File: src/rtl/servo_pkg.sv
// Shared servo timing constants and the pulse-width clamp used by the write path.
package servo_pkg;

    localparam int unsigned CLK_HZ       = 25_000_000;
    localparam int unsigned SERVO_PERIOD = 500000;
    localparam int unsigned SERVO_MIN    = 7000;
    localparam int unsigned SERVO_MAX    = 52500;
    localparam int unsigned SERVO_CNT_W  = 19;

    function automatic int unsigned clamp(input int unsigned v,
                                          input int unsigned lo,
                                          input int unsigned hi);
        if (v < lo) return lo;
        if (v > hi) return hi;
        return v;
    endfunction

endpackage

File: src/rtl/servo_slew_channel.sv
// One servo channel: target/current width, per-frame slew step, PWM compare and at-target flag.
module servo_slew_channel #(
    parameter int CNT_W       = 19,
    parameter int RESET_PULSE = 7000,
    parameter int STEP        = 500
) (
    input  logic             clk_in,
    input  logic             rst,
    input  logic             wr_en_i,
    input  logic [CNT_W-1:0] wr_width_i,
    input  logic             frame_tick_i,
    input  logic [CNT_W-1:0] cnt_i,
    output logic             pwm_o,
    output logic             at_target_o
);

    localparam logic [CNT_W:0]   STEP_W  = (CNT_W+1)'(STEP);
    localparam logic [CNT_W-1:0] RESET_W = CNT_W'(RESET_PULSE);

    logic [CNT_W-1:0] tgt_q, tgt_d;
    logic [CNT_W-1:0] cur_q, cur_d;
    logic             pwm_q, at_q;
    logic [CNT_W:0]   upSum, dnBound, dnDiff;

    // Slew uses the registered target, so a write landing on the tick waits one frame.
    always_comb begin
        tgt_d   = wr_en_i ? wr_width_i : tgt_q;
        cur_d   = cur_q;
        upSum   = {1'b0, cur_q} + STEP_W;
        dnBound = {1'b0, tgt_q} + STEP_W;
        dnDiff  = {1'b0, cur_q} - STEP_W;
        if (frame_tick_i) begin
            if (STEP == 0) begin
                cur_d = tgt_q;
            end else if (cur_q < tgt_q) begin
                cur_d = (upSum >= {1'b0, tgt_q}) ? tgt_q : upSum[CNT_W-1:0];
            end else if (cur_q > tgt_q) begin
                cur_d = ({1'b0, cur_q} <= dnBound) ? tgt_q : dnDiff[CNT_W-1:0];
            end
        end
    end

    always_ff @(posedge clk_in) begin
        if (rst) begin
            tgt_q <= RESET_W;
            cur_q <= RESET_W;
            pwm_q <= 1'b0;
            at_q  <= 1'b1;
        end else begin
            tgt_q <= tgt_d;
            cur_q <= cur_d;
            pwm_q <= (cnt_i < cur_q);
            at_q  <= (cur_d == tgt_d);
        end
    end

    assign pwm_o       = pwm_q;
    assign at_target_o = at_q;

endmodule

File: src/rtl/servo_pwm_ramp.sv
// Multi-channel servo PWM generator: shared frame counter and tick, write decode, N slew-limited channels.
module servo_pwm_ramp
    import servo_pkg::*;
#(
    parameter int N_CH        = 2,
    parameter int CNT_W       = SERVO_CNT_W,
    parameter int PERIOD      = SERVO_PERIOD,
    parameter int MIN_PULSE   = SERVO_MIN,
    parameter int MAX_PULSE   = SERVO_MAX,
    parameter int RESET_PULSE = SERVO_MIN,
    parameter int STEP        = 500
) (
    input  logic             clk_in,
    input  logic             rst,
    input  logic             wr_en,
    input  logic [3:0]       wr_ch,
    input  logic [CNT_W-1:0] wr_width,
    output logic [N_CH-1:0]  pwm_out,
    output logic [N_CH-1:0]  at_target,
    output logic             frame_tick
);

    localparam logic [CNT_W-1:0] LAST = CNT_W'(PERIOD - 1);

    if (!(MIN_PULSE <= RESET_PULSE && RESET_PULSE <= MAX_PULSE && MAX_PULSE < PERIOD &&
          PERIOD < (2 ** CNT_W) && N_CH >= 1 && N_CH <= 16)) begin : g_param_err
        $error("servo_pwm_ramp: illegal parameter combination");
    end

    logic [CNT_W-1:0] cnt_q, cnt_d;
    logic             tick_q;
    logic [CNT_W-1:0] wrClamped;

    always_comb begin
        cnt_d = (cnt_q == LAST) ? '0 : cnt_q + CNT_W'(1);
    end

    // The tick is registered off the next count so it lines up with counter == PERIOD-1.
    always_ff @(posedge clk_in) begin
        if (rst) begin
            cnt_q  <= '0;
            tick_q <= 1'b0;
        end else begin
            cnt_q  <= cnt_d;
            tick_q <= (cnt_d == LAST);
        end
    end

    assign wrClamped  = CNT_W'(clamp(32'(wr_width), 32'(MIN_PULSE), 32'(MAX_PULSE)));
    assign frame_tick = tick_q;

    for (genvar i = 0; i < N_CH; i++) begin : g_ch
        servo_slew_channel #(
            .CNT_W      (CNT_W),
            .RESET_PULSE(RESET_PULSE),
            .STEP       (STEP)
        ) u_ch (
            .clk_in      (clk_in),
            .rst         (rst),
            .wr_en_i     (wr_en && (wr_ch == 4'(i))),
            .wr_width_i  (wrClamped),
            .frame_tick_i(tick_q),
            .cnt_i       (cnt_q),
            .pwm_o       (pwm_out[i]),
            .at_target_o (at_target[i])
        );
    end

endmodule
File: config.mk
export PLATFORM = sky130hd
export DESIGN_NAME = servo_pwm_ramp
export DESIGN_NICKNAME = d
export VERILOG_FILES = /design/src/rtl/servo_pkg.sv /design/src/rtl/servo_slew_channel.sv /design/src/rtl/servo_pwm_ramp.sv
export SDC_FILE = /design/constraint.sdc
export NUM_CORES = 1
export LEC_CHECK = 0
export BUFFER_PORTS_ARGS = -buffer_cell sky130_fd_sc_hd__buf_2
export CAP_MARGIN = 20
export CORE_MARGIN = 1
export CORE_UTILIZATION = 65
export DETAILED_ROUTE_END_ITERATION = 10
export MAX_ROUTING_LAYER = met4
export PLACE_DENSITY = 0.92
export REMOVE_ABC_BUFFERS = 1
export SYNTH_ARGS = -nofsm -noshare
export SYNTH_HDL_FRONTEND = slang
export SYNTH_SLANG_ARGS = --single-unit
File: constraint.sdc
create_clock -name clk_in -period 13.15 [get_ports clk_in]
set_input_delay 2.63 -clock clk_in [delete_from_list [all_inputs] [get_ports clk_in]]
set_output_delay 2.63 -clock clk_in [all_outputs]
set_load 0.01 [all_outputs]
==> results.json, run 1 <==
{
  "drc_errors": 0,
  "clock-sinks": 100,
  "cp_data_arrival_time_ns": 6.48,
  "crit_path_start_kind": "primary input",
  "endpoint_kind": "register",
  "postSynthAreaPerCell_sq_um": 7.50,
  "syn_inst": 1562,
  "die_w_microns": 136,
  "outcome": "completed",
  "viasPerCell": 7.29,
  "die_y_microns": 136,
  "syn2layout_area_growth_pct": 5.00,
  "multi_input_area_sq_um": 9090,
  "cts.repair.resized": 0,
  "die_area_sq_um": 18600,
  "synth_area_leaders": "dfxtp_1 17%, ha_1 16%, xnor2_1 7.0%",
  "p_switching_uw": 254,
  "rrSetupSlack_ns": 7.33,
  "clockRootBuffer": "clkbuf_16",
  "ys_seq_elements": 100,
  "internal-power_uw": 494,
  "port_buffers": 30,
  "cts_buffers": 9,
  "totalWireLength_microns": 43500,
  "setup-violations-final": 0,
  "cp_max_fo": 20,
  "synth_top_area_share": 0.171,
  "grt_pass1_vias": 12059,
  "min_path_type": "reg -> reg",
  "clock_latency_ns": 0.37,
  "max_freq_mhz": 162,
  "clk_pin_slew_ns": 0.08,
  "swShare": 0.339,
  "setup.worst_path.class": "in -> reg",
  "ff_latch_area_sq_um": 2000,
  "period_needed_ns": 6.19,
  "p_leak_nw": 5.06,
  "drive_gt1_frac": 0.0648,
  "synth_common_cells": "157 x nor2_1, 149 x ha_1, 134 x nand2_1, 112 x a21oi_1, 100 x dfxtp_1",
  "gr-total-overflow": 0,
  "first_pass_iters": 8,
  "grt_max_degree": 51,
  "fin_setup_tns_ns": 0,
  "fin_util": 0.704,
  "wl_per_cell_microns": 24.4,
  "ys_seq_area_frac": 0.171,
  "synthArstFlopShare": 0,
  "yosysWarnings": 0,
  "p_comb_frac": 0.216,
  "core_area_sq_um": 17500,
  "routabilityCongestion": 1.05,
  "final.period_utilization": 0.470,
  "final_net_count": 1728,
  "synth_top_flop_cell": "dfxtp_1",
  "vdd_ir_drop_max_mv": 0.0605,
  "antenna_left": 0,
  "clock-skew-final_ns": 0.0119,
  "cts_hold_buf": 0,
  "synth.most_common_cell": "nor2_1",
  "fillers": 1488,
  "grt.total_usage": 0.489,
  "seqPwrFrac": 0.418,
  "power_density_nw_per_um2": 60.8,
  "synth_edf_count": 0,
  "clockPowerShare": 0.366,
  "crit_required_ns": 13.45,
  "grt_pass1_wl_microns": 67200,
  "htreeDepth": 3,
  "hold_viol": 0,
  "slew_violations": 0,
  "cts_setup_buffers": 0,
  "slew_headroom": 0.285,
  "antenna_found_initial": 0,
  "worstMarginPinSlew_ns": 1.07,
  "cts_tree": "built",
  "ys_types": 91,
  "dp_hpwl_microns": 33400,
  "yosys.area.top_type": "dfxtp_1",
  "rsz0062_at_grt": "no",
  "fp-row-count": 48,
  "vias": 13006,
  "drtIter0Drc": 1856,
  "clockBufferDepth": 2,
  "max_cap_viol_count": 0,
  "start_util": 0.670,
  "syn_area_sq_um": 11700,
  "ios": 31
}
[stage by stage]
| stage | hold slack, ns | instances | instance area, sq um | worst slack, ns | power, mW |
|---|---|---|---|---|---|
| floorplan | 0.440 | 1495 | 11400 | 7.26 | 0.416 |
| global placement | 0.489 | 1765 | 12000 | 6.56 | 0.470 |
| detailed placement | 0.498 | 1766 | 12000 | 6.40 | 0.472 |
| CTS | 0.522 | 1782 | 12300 | 6.75 | 0.737 |
| global route | 0.563 | 1783 | 12300 | 6.67 | 0.768 |
| finish | 0.529 | 1784 | 12300 | 6.96 | 0.748 |
[kinds of logic after synthesis]
kind of cell,count (synthesis),share of synthesized area
simple gates,575,0.245
mux,31,0.0271
fa+ha+maj,149,0.159
xor+xnor,114,0.0852
flops,100,0.171
buf+inv,157,0.0543
compound gates,436,0.258
[critical path, stage by stage]
cell       delay, ns
buf_2           0.10
nor4b_1         0.66
nand2_1         0.51
buf_16          0.31
a21oi_1         0.45
xnor2_1         0.19
o311a_1         0.18
and3b_1         0.20
o22a_1          0.15
o2111ai_1       0.09
or4_1           0.47
or4_1           0.40
o21ai_1         0.13
[state kept, by name (all words and copies together), names as in the netlist]
register,cells
g_ch.u_ch.cur_q,38
g_ch.u_ch.pwm_o,2
frame_tick,1
g_ch.u_ch.at_target_o,2
g_ch.u_ch.tgt_q,38
cnt_q,19
[power groups by stage]
stage          Clock (mW)  Combinational [mW]  Sequential, mW
2_1_floorplan           0              0.0997           0.317
3_3_place_gp            0               0.151           0.319
3_5_place_dp            0               0.153           0.319
4_1_cts             0.272               0.153           0.312
5_1_grt             0.284               0.172           0.313
6_report            0.274               0.161           0.312
[final timing paths]
kind / end / cells after the start / start
worst min register to register: g_ch[0].u_ch.cur_q[1] / 2 / g_ch[0].u_ch.tgt_q[1]
worst max-delay path: g_ch[0].u_ch.at_target_o / 13 / wr_ch[1]
worst min-delay path: g_ch[0].u_ch.cur_q[1] / 2 / g_ch[0].u_ch.tgt_q[1]
worst max register to register: g_ch[1].u_ch.at_target_o / 16 / g_ch[1].u_ch.cur_q[4]
[cell usage in the layout, fill, tap and decap left out, types with 7 or more instances in the layout]
cell,count
a2111oi_0,7
a211oi_1,20
a21o_1,27
a21oi_1,112
a311oi_1,7
a31oi_1,14
and2_1,17
and3_1,20
and4_1,14
buf_2,30
buf_4,15
clkbuf_16,9
dfxtp_1,100
ha_1,149
inv_1,85
mux2i_1,25
nand2_1,134
nand2b_1,16
nand3_1,43
nand4_1,40
nor2_1,157
nor2b_1,12
nor3_1,58
nor4_1,15
o2111ai_1,8
o211ai_1,20
o21a_1,10
o21ai_0,68
o21ai_1,10
o221ai_1,7
o22ai_1,15
o31ai_1,13
or3_1,15
xnor2_1,94
xor2_1,20
[per-layer routing]
metal,global-route usage,part of all wire,vias up
li1,-,-,5822
met1,0.564,0.37,5987
met2,0.752,0.45,934
met3,0.100,0.10,263
met4,0.354,0.081,0
met5,-,0,-
[layout make-up]
cell class / count / area share
well taps: 225 / 0.0229
clock buffers: 9 / 0.0183
clock inverters: 7 / 0.00529
flip-flops and latches: 100 / 0.163
inverters: 90 / 0.0275
multi-input cells: 1305 / 0.739
diodes: 1 / 0.000203
repair buffers: 47 / 0.0245
(Power assumes the default switching activity.)
==> run 2: changes to the inputs <==
- ABC_AREA: default -> 1
- CORE_UTILIZATION: 65 -> 59
- PLACE_DENSITY: 0.92 -> 0.88
- clock period: 13.15 -> 5.5 ns (I/O delays scaled with it)
==> run 2 against run 1 <==
Compared with the run above: flip-flop and latch count did not move; global-route usage fell by 8.5 points; synthesized cell count rose by 36%; die area rose by 19%; sequential share of layout area fell by 1.1 points; area after synthesis rose by 7.9%; combinational power rose to 2.7 times the previous value.
==> results.json, run 2 <==
{
  "die_y_microns": 148,
  "drc_errors": 0,
  "synth_top_area_share": 0.174,
  "htreeDepth": 3,
  "vdd_ir_drop_max_mv": 0.149,
  "clockRootBuffer": "clkbuf_16",
  "final.period_utilization": 0.931,
  "fin_util": 0.628,
  "setup.worst_path.class": "reg -> reg",
  "placed_area_sq_um": 12900,
  "final_common_cell": "nand2_1",
  "die_w_microns": 148,
  "synth_adder_area_share": 0.147,
  "viasPerCell": 6.08,
  "synth_common_cells": "587 x nand2_1, 260 x inv_1, 190 x nand3_1, 175 x nor2_1, 149 x ha_1",
  "cts_hold_buf": 0,
  "cts_buffers": 9,
  "min_path_type": "reg -> reg",
  "synthArstFlopShare": 0,
  "endpoint_kind": "register",
  "slew_headroom": 0.409,
  "period_needed_ns": 5.12,
  "crit_path_start_kind": "register",
  "final_cell_area_sq_um": 13200,
  "ys_seq_area_frac": 0.158,
  "cts_setup_buffers": 0,
  "synth_area_leaders": "nand2_1 17%, dfxtp_1 16%, ha_1 15%",
  "hp-start": "g_ch[0].u_ch.tgt_q[17]",
  "final_net_count": 2278,
  "synth_top_flop_cell": "dfxtp_1",
  "ys_types": 50,
  "cp_max_fo": 28,
  "crit_required_ns": 5.80,
  "cp-startpoint": "g_ch[0].u_ch.tgt_q[5]",
  "grt_max_degree": 64,
  "wl_per_cell_microns": 18.1,
  "top_regs": "g_ch.u_ch.cur_q (38), g_ch.u_ch.tgt_q (38), cnt_q (19)",
  "worstMarginPinSlew_ns": 0.886,
  "grt_pass1_vias": 13514,
  "cts_tree": "built",
  "setup-violations-final": 0,
  "ff_latch_area_sq_um": 2000,
  "p_leak_nw": 6.88,
  "rsz0062_at_grt": "no",
  "syn_inst": 2120,
  "drtIter0Drc": 1593,
  "hold_viol": 0,
  "synth.most_common_cell": "nand2_1",
  "dp_hpwl_microns": 32900,
  "fin_setup_tns_ns": 0,
  "clock-sinks": 100,
  "grt_pass1_wl_microns": 68500,
  "reg2reg_depth": 27,
  "syn2layout_area_growth_pct": 4.45,
  "core_area_sq_um": 21000,
  "clk_pin_slew_ns": 0.08,
  "multi_input_area_sq_um": 9230,
  "fp-row-count": 53,
  "synth_xor_area_frac": 0.0582,
  "port_buffers": 30,
  "cp_data_arrival_time_ns": 5.42,
  "synth_compound_area_frac": 0.116,
  "clock-skew-final_ns": 0.0121,
  "vias": 14498,
  "antenna_left": 0,
  "synthSimpleGateAreaFrac": 0.407,
  "finalWorstSetupSlack_ns": 0.378,
  "clockBufferDepth": 2,
  "gr-total-overflow": 0,
  "synth_edf_count": 0,
  "ios": 31,
  "synthMuxAreaShare": 0,
  "syn_area_sq_um": 12600,
  "postSynthAreaPerCell_sq_um": 5.96,
  "start_util": 0.602,
  "routabilityCongestion": 1.04,
  "max_freq_mhz": 195,
  "drive_gt1_frac": 0.0546,
  "reg2reg_from": "g_ch[0].u_ch.tgt_q[5]",
  "n_antenna_cell": 0,
  "slew_violations": 0,
  "ys_seq_elements": 100,
  "yosys.area.top_type": "nand2_1",
  "dpl_worst_slack_ns": 0.466,
  "first_pass_iters": 6,
  "antenna_found_initial": 0,
  "hold_depth": 2,
  "grt.total_usage": 0.404,
  "final_cell_mix": "587 x nand2_1, 259 x inv_1, 190 x nand3_1",
  "yosysWarnings": 0,
  "synth_top_family_by_area": "simple AND/OR/NAND/NOR gates",
  "clock_latency_ns": 0.36,
  "max_cap_viol_count": 0,
  "power_density_nw_per_um2": 137,
  "outcome": "completed",
  "fillers": 2018,
  "totalWireLength_microns": 43200,
  "die_area_sq_um": 22000
}
==> run 2: layout make-up <==
cell class | count | area share
multi-input combinational | 1663 | 0.698
sequential | 100 | 0.152
timing repair buffer | 50 | 0.0227
clock inverter | 5 | 0.00275
clock buffer | 11 | 0.0191
tap | 275 | 0.0261
inverter | 279 | 0.0793
==> run 2: critical path: stages, from the launching register on <==
cell and delay, ns:
dfxtp_1 0.53, inv_1 0.21, nand2_1 0.15, nor3_1 0.10, nand2_1 0.08, nand2_1 0.08
nor2_1 0.13, inv_1 0.07, nor3_1 0.25, nand2_1 0.11, xor2_1 0.15, ha_1 0.29
nand3_1 0.11, nor3_1 0.38, nand3_1 0.59, nand3_4 0.53, inv_1 0.23, nand2_1 0.10
nand3_1 0.06, o21ai_1 0.10, nand2_1 0.07, nand3_1 0.13, nand2_1 0.07, nand2_1 0.06
nand2_1 0.09, nor2_1 0.12, nand3_1 0.10, o21ai_1 0.12
==> run 2: power by group <==
part | total (mW) | internal [mW] | switching, mW
Clock | 0.631 | 0.333 | 0.298
Sequential | 0.744 | 0.732 | 0.0122
Combinational | 0.435 | 0.130 | 0.305
==> run 2: worst paths after layout <==
kind | to | slack [ns]
setup / recovery | g_ch[0].u_ch.at_target_o | 0.38
hold / removal | g_ch[0].u_ch.tgt_q[17] | 0.53
setup reg to reg | g_ch[0].u_ch.at_target_o | 0.38
hold reg to reg | g_ch[0].u_ch.tgt_q[17] | 0.53
==> run 2: cell families (layout without fill, tap and decap cells) <==
logic type,count (synthesis),count (layout)
and+or+nand+nor,1156,1156
buffers and inverters,357,345
AOI/OAI and AO/OA,274,274
adders and majority gates,149,149
DFF,100,100
xor gates and xnor gates,84,84
==> run 2: stage by stage <==
step / power [mW] / hold slack (ns) / instances
global placement: 1.17 / 0.494 / 2367
detailed placement: 1.18 / 0.511 / 2367
finish: 1.81 / 0.527 / 2383
floorplan: 1.03 / 0.460 / 2042
global route: 1.88 / 0.556 / 2383
CTS: 1.79 / 0.524 / 2383
==> run 2: repair_timing <==
action                                  in CTS  in global routing
gates resized for setup                      0                  1
endpoints found under the hold margin        0                  0
endpoints found under the setup margin       0                  1
==> run 2: per-layer routing <==
| metal | global-route usage | vias up | share of wire |
|---|---|---|---|
| met5 | - | - | 0 |
| li1 | - | 6938 | - |
| met3 | 0.0531 | 229 | 0.088 |
| met2 | 0.665 | 805 | 0.46 |
| met1 | 0.464 | 6526 | 0.38 |
| met4 | 0.255 | 0 | 0.065 |
==> run 3: changes to the inputs <==
- CORE_UTILIZATION: 59 -> 43
- PLACE_DENSITY: 0.88 -> 0.7
==> run 3 against run 2 <==
Compared with the run above: die area up 37%; flip-flop and latch count unchanged; sequential share of layout area is 0.23 points lower; setup slack gained 0.17 ns; clock power increased by 14%; register-to-register slack gained 0.17 ns; via count fell by 1.3%; non-clock buffer count grew 6; clock skew fell by 0.0033 ns; fmax is 3.4% higher; first-iteration DRC count is 1.8% lower.
==> results.json, run 3 (same netlist as run 2, synthesis figures left out) <==
{
  "critPathMaxStageDelay_ns": 0.58,
  "drtIter0Drc": 1564,
  "reg2reg_depth": 28,
  "p_leak_nw": 6.91,
  "grt_pass1_vias": 13226,
  "placed_area_sq_um": 13100,
  "vdd_ir_drop_max_mv": 0.146,
  "crit_path_start_kind": "register",
  "cp_data_arrival_time_ns": 5.27,
  "crit_path_end": "g_ch[0].u_ch.at_target_o",
  "drive_gt1_frac": 0.0563,
  "slew_violations": 0,
  "endpoint_kind": "register",
  "clockRootBuffer": "clkbuf_16",
  "max_cap_viol_count": 0,
  "cts.repair.resized": 0,
  "antenna_found_initial": 0,
  "syn2layout_area_growth_pct": 6.04,
  "wl_per_cell_microns": 17.2,
  "vias": 14310,
  "regToRegEndpoint": "g_ch[0].u_ch.at_target_o",
  "rrSetupSlack_ns": 0.54,
  "die_w_microns": 173,
  "setup.worst_path.class": "reg -> reg",
  "cp.depth": 28,
  "rsz0062_at_grt": "no",
  "slew_headroom": 0.430,
  "cts_buffers": 9,
  "first_pass_iters": 6,
  "clockBufferDepth": 2,
  "clock_latency_ns": 0.37,
  "die_area_sq_um": 30100,
  "cts_setup_buffers": 0,
  "antenna_left": 0,
  "drc_errors": 0,
  "cp_max_fo": 28,
  "gr-total-overflow": 0,
  "start_util": 0.439,
  "die_y_microns": 173,
  "htreeDepth": 3,
  "top_regs": "g_ch.u_ch.cur_q (38), g_ch.u_ch.tgt_q (38), cnt_q (19)",
  "routabilityCongestion": 1.02,
  "port_buffers": 30,
  "slowest_stage": "nand3_2",
  "cts_hold_buf": 0,
  "cts_tree": "built",
  "grt_pass1_wl_microns": 68900,
  "reg2reg_from": "g_ch[0].u_ch.tgt_q[2]",
  "viasPerCell": 5.73,
  "dp_hpwl_microns": 33000,
  "final_common_cell": "nand2_1",
  "fin_setup_tns_ns": 0,
  "cp-startpoint": "g_ch[0].u_ch.tgt_q[2]",
  "setup-violations-final": 0,
  "core_area_sq_um": 28800,
  "final.period_utilization": 0.901,
  "final_cell_area_sq_um": 13400,
  "final_net_count": 2284,
  "period_needed_ns": 4.96,
  "totalWireLength_microns": 42900,
  "clock-sinks": 100,
  "crit_family": "simple AND/OR/NAND/NOR gates",
  "cp_num_buf_inv": 2,
  "final_cell_mix": "587 x nand2_1, 259 x inv_1, 190 x nand3_1",
  "crit_required_ns": 5.81,
  "clock-skew-final_ns": 0.00882,
  "clk_pin_slew_ns": 0.08,
  "ios": 31,
  "hold_viol": 0,
  "power_density_nw_per_um2": 142,
  "max_freq_mhz": 202,
  "grt.total_usage": 0.291,
  "grt_max_degree": 63,
  "worst_path_most_repeated_cell": "nand2_1",
  "fillers": 3040,
  "outcome": "completed",
  "min_path_type": "reg -> reg",
  "n_antenna_cell": 0,
  "fp-row-count": 62,
  "worstMarginPinSlew_ns": 0.854
}
[run 3: final cells by class]
class | count | area (sq um) | area share
multi-input combinational | 1663 | 9220 | 0.687
sequential | 100 | 2000 | 0.149
inverter | 279 | 1050 | 0.0781
tap | 384 | 480 | 0.0358
timing repair buffer | 56 | 345 | 0.0258
clock buffer | 11 | 233 | 0.0174
clock inverter | 5 | 82.6 | 0.00616
[run 3: report_power, final]
part           internal, mW  leakage [nW]  total (mW)  switching, mW
clock network         0.403         0.155       0.720          0.317
logic                 0.132          5.95       0.435          0.303
registers             0.732         0.809       0.743         0.0115
[run 3: routing by layer]
layer  GRT usage  vias to the layer above  part of all wire
met3      0.0357                      145             0.085
met4       0.139                        0             0.051
met5           -                        -                 0
met2       0.469                      703              0.45
met1       0.361                     6509              0.41
li1            -                     6953                 -
[run 3: worst min-delay path by stage]
stage | from | endpoint | slack, ns | cells after the start
3_3_place_gp | g_ch[0].u_ch.tgt_q[17] | g_ch[0].u_ch.tgt_q[17] | 0.48 | 2
4_1_cts | g_ch[0].u_ch.tgt_q[17] | g_ch[0].u_ch.tgt_q[17] | 0.51 | 2
3_5_place_dp | g_ch[0].u_ch.tgt_q[17] | g_ch[0].u_ch.tgt_q[17] | 0.50 | 2
5_1_grt | g_ch[0].u_ch.tgt_q[17] | g_ch[0].u_ch.tgt_q[17] | 0.53 | 2
2_1_floorplan | cnt_q[0] | cnt_q[0] | 0.46 | 1
6_report | g_ch[0].u_ch.tgt_q[17] | g_ch[0].u_ch.tgt_q[17] | 0.50 | 2
[run 3: stage by stage]
stage / cells / power (mW) / hold slack [ns] / setup slack (ns) / utilization
CTS: 2498 / 1.89 / 0.510 / 0.671 / 0.466
floorplan: 2042 / 1.03 / 0.460 / 1.76 / -
global placement: 2482 / 1.17 / 0.484 / 0.751 / 0.455
detailed placement: 2482 / 1.18 / 0.498 / 0.678 / 0.455
global route: 2498 / 1.98 / 0.530 / 0.0684 / 0.466
finish: 2498 / 1.90 / 0.503 / 0.545 / 0.466
[run 3: worst min-delay path, cell delays in order (launching register included)]
cell and delay, ns:
dfxtp_1 0.32, nand2_1 0.10, nor2_1 0.04
